`src/rtl/codificador_pkg.sv`:
```
// codificador_pkg: shared widths and FSM state type for the serial priority encoder
package codificador_pkg;
    localparam int N = 8;
    localparam int W = 3;
    typedef enum logic [1:0] {IDLE, EMIT, FIN} state_t;
endpackage

```
`src/rtl/codificador_prioridad.sv`:
```
// codificador_prioridad: combinational highest-set-bit index with any-set flag
module codificador_prioridad #(
    parameter int N = codificador_pkg::N,
    parameter int W = codificador_pkg::W
) (
    input  logic [N-1:0] d_i,
    output logic [W-1:0] idx_o,
    output logic         any_o
);
    // ascending scan so the last hit, the highest set bit, wins
    always_comb begin
        idx_o = '0;
        for (int i = 0; i < N; i++)
            if (d_i[i]) idx_o = W'(i);
    end
    assign any_o = |d_i;
endmodule

```
`src/rtl/codificador_serie.sv`:
```
// codificador_serie: emits the indices of a latched request vector one per handshake, highest first
module codificador_serie #(
    parameter int N = codificador_pkg::N,
    parameter int W = codificador_pkg::W
) (
    input  logic         clk,
    input  logic         rst,
    input  logic [N-1:0] D,
    input  logic         en,
    output logic [W-1:0] Q,
    output logic         valid,
    input  logic         ready,
    output logic         busy,
    output logic         done
);
    import codificador_pkg::*;
    state_t         state_q, state_d;
    logic [N-1:0]   pend_q, pend_d;
    logic [W-1:0]   idx;
    logic           any;
    codificador_prioridad #(.N(N), .W(W)) u_prio (
        .d_i   (pend_q),
        .idx_o (idx),
        .any_o (any)
    );
    assign valid = (state_q == EMIT) && any;
    assign Q     = valid ? idx : '0;
    assign busy  = state_q != IDLE;
    assign done  = state_q == FIN;
    // latch in IDLE, retire one bit per accepted code in EMIT, single done cycle in FIN
    always_comb begin
        state_d = state_q;
        pend_d  = pend_q;
        if (state_q == IDLE && en) begin
            pend_d  = D;
            state_d = |D ? EMIT : FIN;
        end else if (state_q == EMIT && ready) begin
            pend_d  = pend_q & ~({{(N-1){1'b0}}, 1'b1} << idx);
            state_d = |pend_d ? EMIT : FIN;
        end else if (state_q == FIN) begin
            state_d = IDLE;
        end
    end
    // state and pending vector registers
    always_ff @(posedge clk or posedge rst) begin
        if (rst) begin
            state_q <= IDLE;
            pend_q  <= '0;
        end else begin
            state_q <= state_d;
            pend_q  <= pend_d;
        end
    end
endmodule

```
`config.mk`:
```
export PLATFORM = sky130hd
export DESIGN_NAME = codificador_serie
export DESIGN_NICKNAME = d
export VERILOG_FILES = /design/src/rtl/codificador_pkg.sv /design/src/rtl/codificador_prioridad.sv /design/src/rtl/codificador_serie.sv
export SDC_FILE = /design/constraint.sdc
export NUM_CORES = 1
export LEC_CHECK = 0
export ABC_AREA = 1
export CORE_UTILIZATION = 50
export DETAILED_ROUTE_END_ITERATION = 10
export HOLD_SLACK_MARGIN = 0.1
export PLACE_DENSITY = 0.85
export SYNTH_ARGS = -nofsm -noshare
export SYNTH_HDL_FRONTEND = slang
export SYNTH_HIERARCHICAL = 1
export SYNTH_SLANG_ARGS = --single-unit
```
`constraint.sdc`:
```
create_clock -name clk -period 2.7 [get_ports clk]
set_input_delay 0.405 -clock clk [delete_from_list [all_inputs] [get_ports clk]]
set_output_delay 0.405 -clock clk [all_outputs]
set_load 0.02 [all_outputs]
```
## Word-level counts from Yosys, hierarchy flattened

Index checks and enable logic that the tools add are counted.

| word-level totals | value |
|---|---|
| output and inout bits | 6 |
| flip-flop bits (word level) | 10 |
| input bits | 12 |
| logic and storage cells | 32 |

| cells by class | value |
|---|---|
| bitwise logic cells | 2 |
| reduce and logical (&&, ||, !) cells | 10 |
| equal/unequal tests | 2 |
| shifts and indexed selects | 1 |
| mux-type cells | 15 |

Operators with widths:

| cell | number |
|---|---|
| $reduce_or 8->1 | 3 |
| $mux 8 | 2 |
| $mux 3 | 5 |
| $mux 2 | 7 |
| $and 8x8->8 | 1 |
| $not 8->8 | 1 |
| $shl 1x3->8 const A | 1 |
| $reduce_bool 2->1 | 2 |
| $logic_and 1x1->1 | 3 |
| $reduce_bool 3->1 | 1 |
| $eq 2x1->1 const B | 1 |
| $eq 2x2->1 const B | 1 |
| $logic_not 2->1 | 1 |
| $mux 1 | 1 |

## Depth between registers and ports, before layout

| depth | value |
|---|---|
| word-level depth | 14 |
| depth in mapped cells | 15 |
| gate-level depth less buffers | 15 |

## By module

Netlist, hierarchy kept.

By module, submodules not included:

| module | area an instance (sq um) | times used | cells each | seq. area each (sq um) |
|---|---|---|---|---|
| codificador_serie | 619.3 | 1 | 92 | 250.2 |
| codificador_prioridad | 77.6 | 1 | 20 | 0.0 |

## Least setup slack after synthesis

No wires, ideal clock.

| timing path | value |
|---|---|
| path type | flip-flop to output port |
| start point | reg pend_q[2] |
| end point | out Q[0] |
| stages on the path, launching flop included | 10 |
| slack | 1.128 ns |
| data arrival time | 1.167 ns |
| path buffers | 0 |
| data required time | 2.295 ns |
| cells stage by stage | dfrtp_1 -> inv_1 -> nand2_1 -> nand2_1 -> nand2_1 -> nand2_1 -> nand2_1 -> nand2_1 -> inv_1 -> nor2_1 |

| between the ends | value |
|---|---|
| word-level cells in the longest chain between the ends | 7 |
| elaborated cells on any way between the ends | 9 |
| those cells by class | 7 x mux; 2 x reduce/logical |

Ends and longest elaborated chain:

| what | RTL line | RTL |
|---|---|---|
| start: declaration | codificador_serie.sv:18 | `logic [N-1:0] pend_q, pend_d;` |
| start signal: assignment | codificador_serie.sv:51 | `pend_q <= pend_d;` |
| $mux 2 (2 in series) | codificador_prioridad.sv:14 | `if (d_i[i]) idx_o = W'(i);` |
| $mux 3 (4 in series) | codificador_prioridad.sv:14 |  |
| net idx[0] | codificador_serie.sv:19 | `logic [W-1:0] idx;` |
| $mux 3 | codificador_serie.sv:27 | `assign Q = valid ? idx : '0;` |
| end: declaration | codificador_serie.sv:10 | `output logic [W-1:0] Q,` |

The timed path passes the listed nets, and every way through them passes these cells.

## Worst setup path in the final report

Ends and elaborated chain as after synthesis.

==> impl_metrics.ini <==
[yosys]
synth-simple-area-share_pct = 42.73
synthesis.nets = 124
syn-instance-count = 112
yosysSeqAreaShare_pct = 35.91
synth.area.mux_share_pct = 0
synth_xor_area_share_pct = 0
ys_warn_count = 6
synth_top_family_by_area = simple AND/OR/NAND/NOR gates
synthAdderAreaFrac_pct = 0
netlist_top_cells_area = dfrtp_1, nand2_1, nand3_1
syn_area_um2 = 696.9
avgSynthCellArea_um2 = 6.222
synth.ff_latch_count = 10
synth_area_leader_cell = dfrtp_1
synth_cell_types = 12
synth-compound-area-share_pct = 9.695
synth_top_area_share_pct = 35.91

[min_path]
hold_class = input pin to async pin

[flow_run]
drv_cap = 0

[sta]
min_period_ns = 2.423
setup_viol = 0
setup_tns_ns = 0
hold_violations = 0
max_freq_mhz = 412.8
rsz0062_at_grt = no
skew_ns = 0.002532
tightest_slew_ns = 0.4350
relSlewSlack_pct = 70.92
period_share_pct = 89.73
drv_slew = 0
whs_ns = 0.4175

[route]
drtAntennaViolNets = 0
vias = 804
wirelength_um = 1753
wire_per_inst_um = 12.01
drtPass1Iterations = 4
post-route-drc-count = 0
avgViaCountPerCell = 5.507
drt_iter0_drc = 35

[layout]
stdcell_count = 146
num_antenna_cells = 0
drive_above_1_share_pct = 3.817
n_fill_cell = 111
num-nets-final = 145
area_growth_pct = 28.37

[placement]
portBuffers = 17
place_congestion = 0.8671
place_inst = 143
dp_hpwl_um = 1340

[clock_network]
cts_buffer_depth = 2
insertion_delay_ns = 0.27
tritoncts = built
post_cts_buffers = 0
path_clk_slew_ns = 0.07
cts_buffers = 3
clkSinkCount = 10
h-tree-depth = 1
cts_resized = 0
cts-root-buf = clkbuf_4
holdBufCountCts = 0

[global_route]
grt_pass1_wl_um = 2642
grt_pass1_vias = 637
grtUsageTotal_pct = 27.08
grt-ovfl-total = 0
antenna_found_initial = 0
grt_max_degree = 12

[power_and_ir_drop]
peakVddDrop_mv = 0.7175
p_per_area_mw_per_mm2 = 1330
leakage_nw = 0.4547

[setup_path]
cp_data_arrival_time_ns = 2.02
cp.required_ns = 2.30
worstSetupEndpointType = primary output
critPathLaunchType = register
crit_path_max_fanout = 6
crit_type = register to primary output

[die]
fp.dieH_um = 39.34
row_count = 13
die_x_um = 39.34
dieArea_mm2 = 0.001547
initial_core_util_pct = 53.56
core_area_mm2 = 0.001301
io_pins = 18

[status]
outcome = finished clean
-- cell usage in the layout (no fill, tap or decap) --
master | Yosys | routed
nor3_1 | 1 | 1
inv_2 | 1 | 1
o211ai_1 | 6 | 6
nand2_1 | 46 | 46
clkbuf_4 | 0 | 3
dfrtp_1 | 10 | 10
o21ai_0 | 1 | 1
inv_1 | 17 | 17
clkdlybuf4s50_1 | 0 | 17
nor2_1 | 13 | 13
nor2_2 | 1 | 1
nand3_1 | 13 | 13
o221ai_1 | 2 | 2
-- synthesized netlist by cell type --
cell type and instances:
nor3_1 1, dfrtp_1 10, nor2_1 13, o21ai_0 1, inv_2 1, clkbuf_8 1, nor2_2 1, nand2_1 46
nand3_1 13, o211ai_1 6, o221ai_1 2, inv_1 17
-- worst max-delay path: stages, from the launching register on --
cell and delay [ns]:
dfrtp_1 0.40, inv_1 0.08, nand2_1 0.05, nand2_1 0.06, nand2_1 0.05, nand2_1 0.06, nand2_1 0.05, nand2_1 0.18
inv_1 0.10, nor2_1 0.11, clkdlybuf4s50_1 0.61
-- logic make-up (layout without fill, tap and decap cells) --
logic type / after synthesis / after routing
AO/OA/AOI/OAI: 9 / 9
AND/OR/NAND/NOR: 74 / 74
buffers and inverters: 19 / 38
flip-flops: 10 / 10
-- state kept, by name, summed over array words and instances (netlist names) --
signal   count
pend_q       8
state_q      2
-- layout make-up --
cell class	count	area, um^2	share of cell area (%)
clock buffers	3	22.52	2.517
inverters	18	67.56	7.552
multi-input cells	83	365.4	40.84
flip-flops and latches	10	250.2	27.97
well taps	15	18.77	2.098
repair buffers	17	170.2	19.02
-- per-stage QoR --
step	utilization [%]	area [um^2]	total power [mW]	setup WS, ns
4_1_cts	68.75	894.6	1.178	0.2947
2_1_floorplan	-	696.9	0.8203	1.128
3_5_place_dp	67.02	872.1	1.071	0.5904
3_3_place_gp	67.02	872.1	1.045	0.6193
5_1_grt	68.75	894.6	1.284	0.1512
6_report	68.75	894.6	1.190	0.2773
-- power breakdown --
group	switching [mW]	internal [mW]
registers	0.0668	0.220
clock network	0.0555	0.0516
logic	0.495	0.301
-- per-layer routing --
layer  GRT usage [%]  up-vias  share of wire, %
met5               0        -                 0
li1                -      397                 -
met1           34.05      363                44
met4           15.52        0               1.6
met2           42.50       39                48
met3           5.682        5               6.5
-- path summary, 6_finish.rpt --
| check | to | cells past startpoint | slack (ns) | startpoint |
|---|---|---|---|---|
| hold / removal | pend_q[0]$_DFFE_PP0P_ | 2 | 0.42 | rst |
| min in group clk | pend_q[0]$_DFFE_PP0P_ | 2 | 0.53 | pend_q[0]$_DFFE_PP0P_ |
| max in group asynchronous | pend_q[7]$_DFFE_PP0P_ | 2 | 1.99 | rst |
| setup / recovery | Q[0] | 10 | 0.28 | pend_q[2]$_DFFE_PP0P_ |
| hold reg to reg | pend_q[0]$_DFFE_PP0P_ | 2 | 0.53 | pend_q[0]$_DFFE_PP0P_ |
| setup reg to reg | state_q[0]$_DFFE_PP0P_ | 14 | 1.02 | pend_q[1]$_DFFE_PP0P_ |
Power figures use the tool's default switching activity.
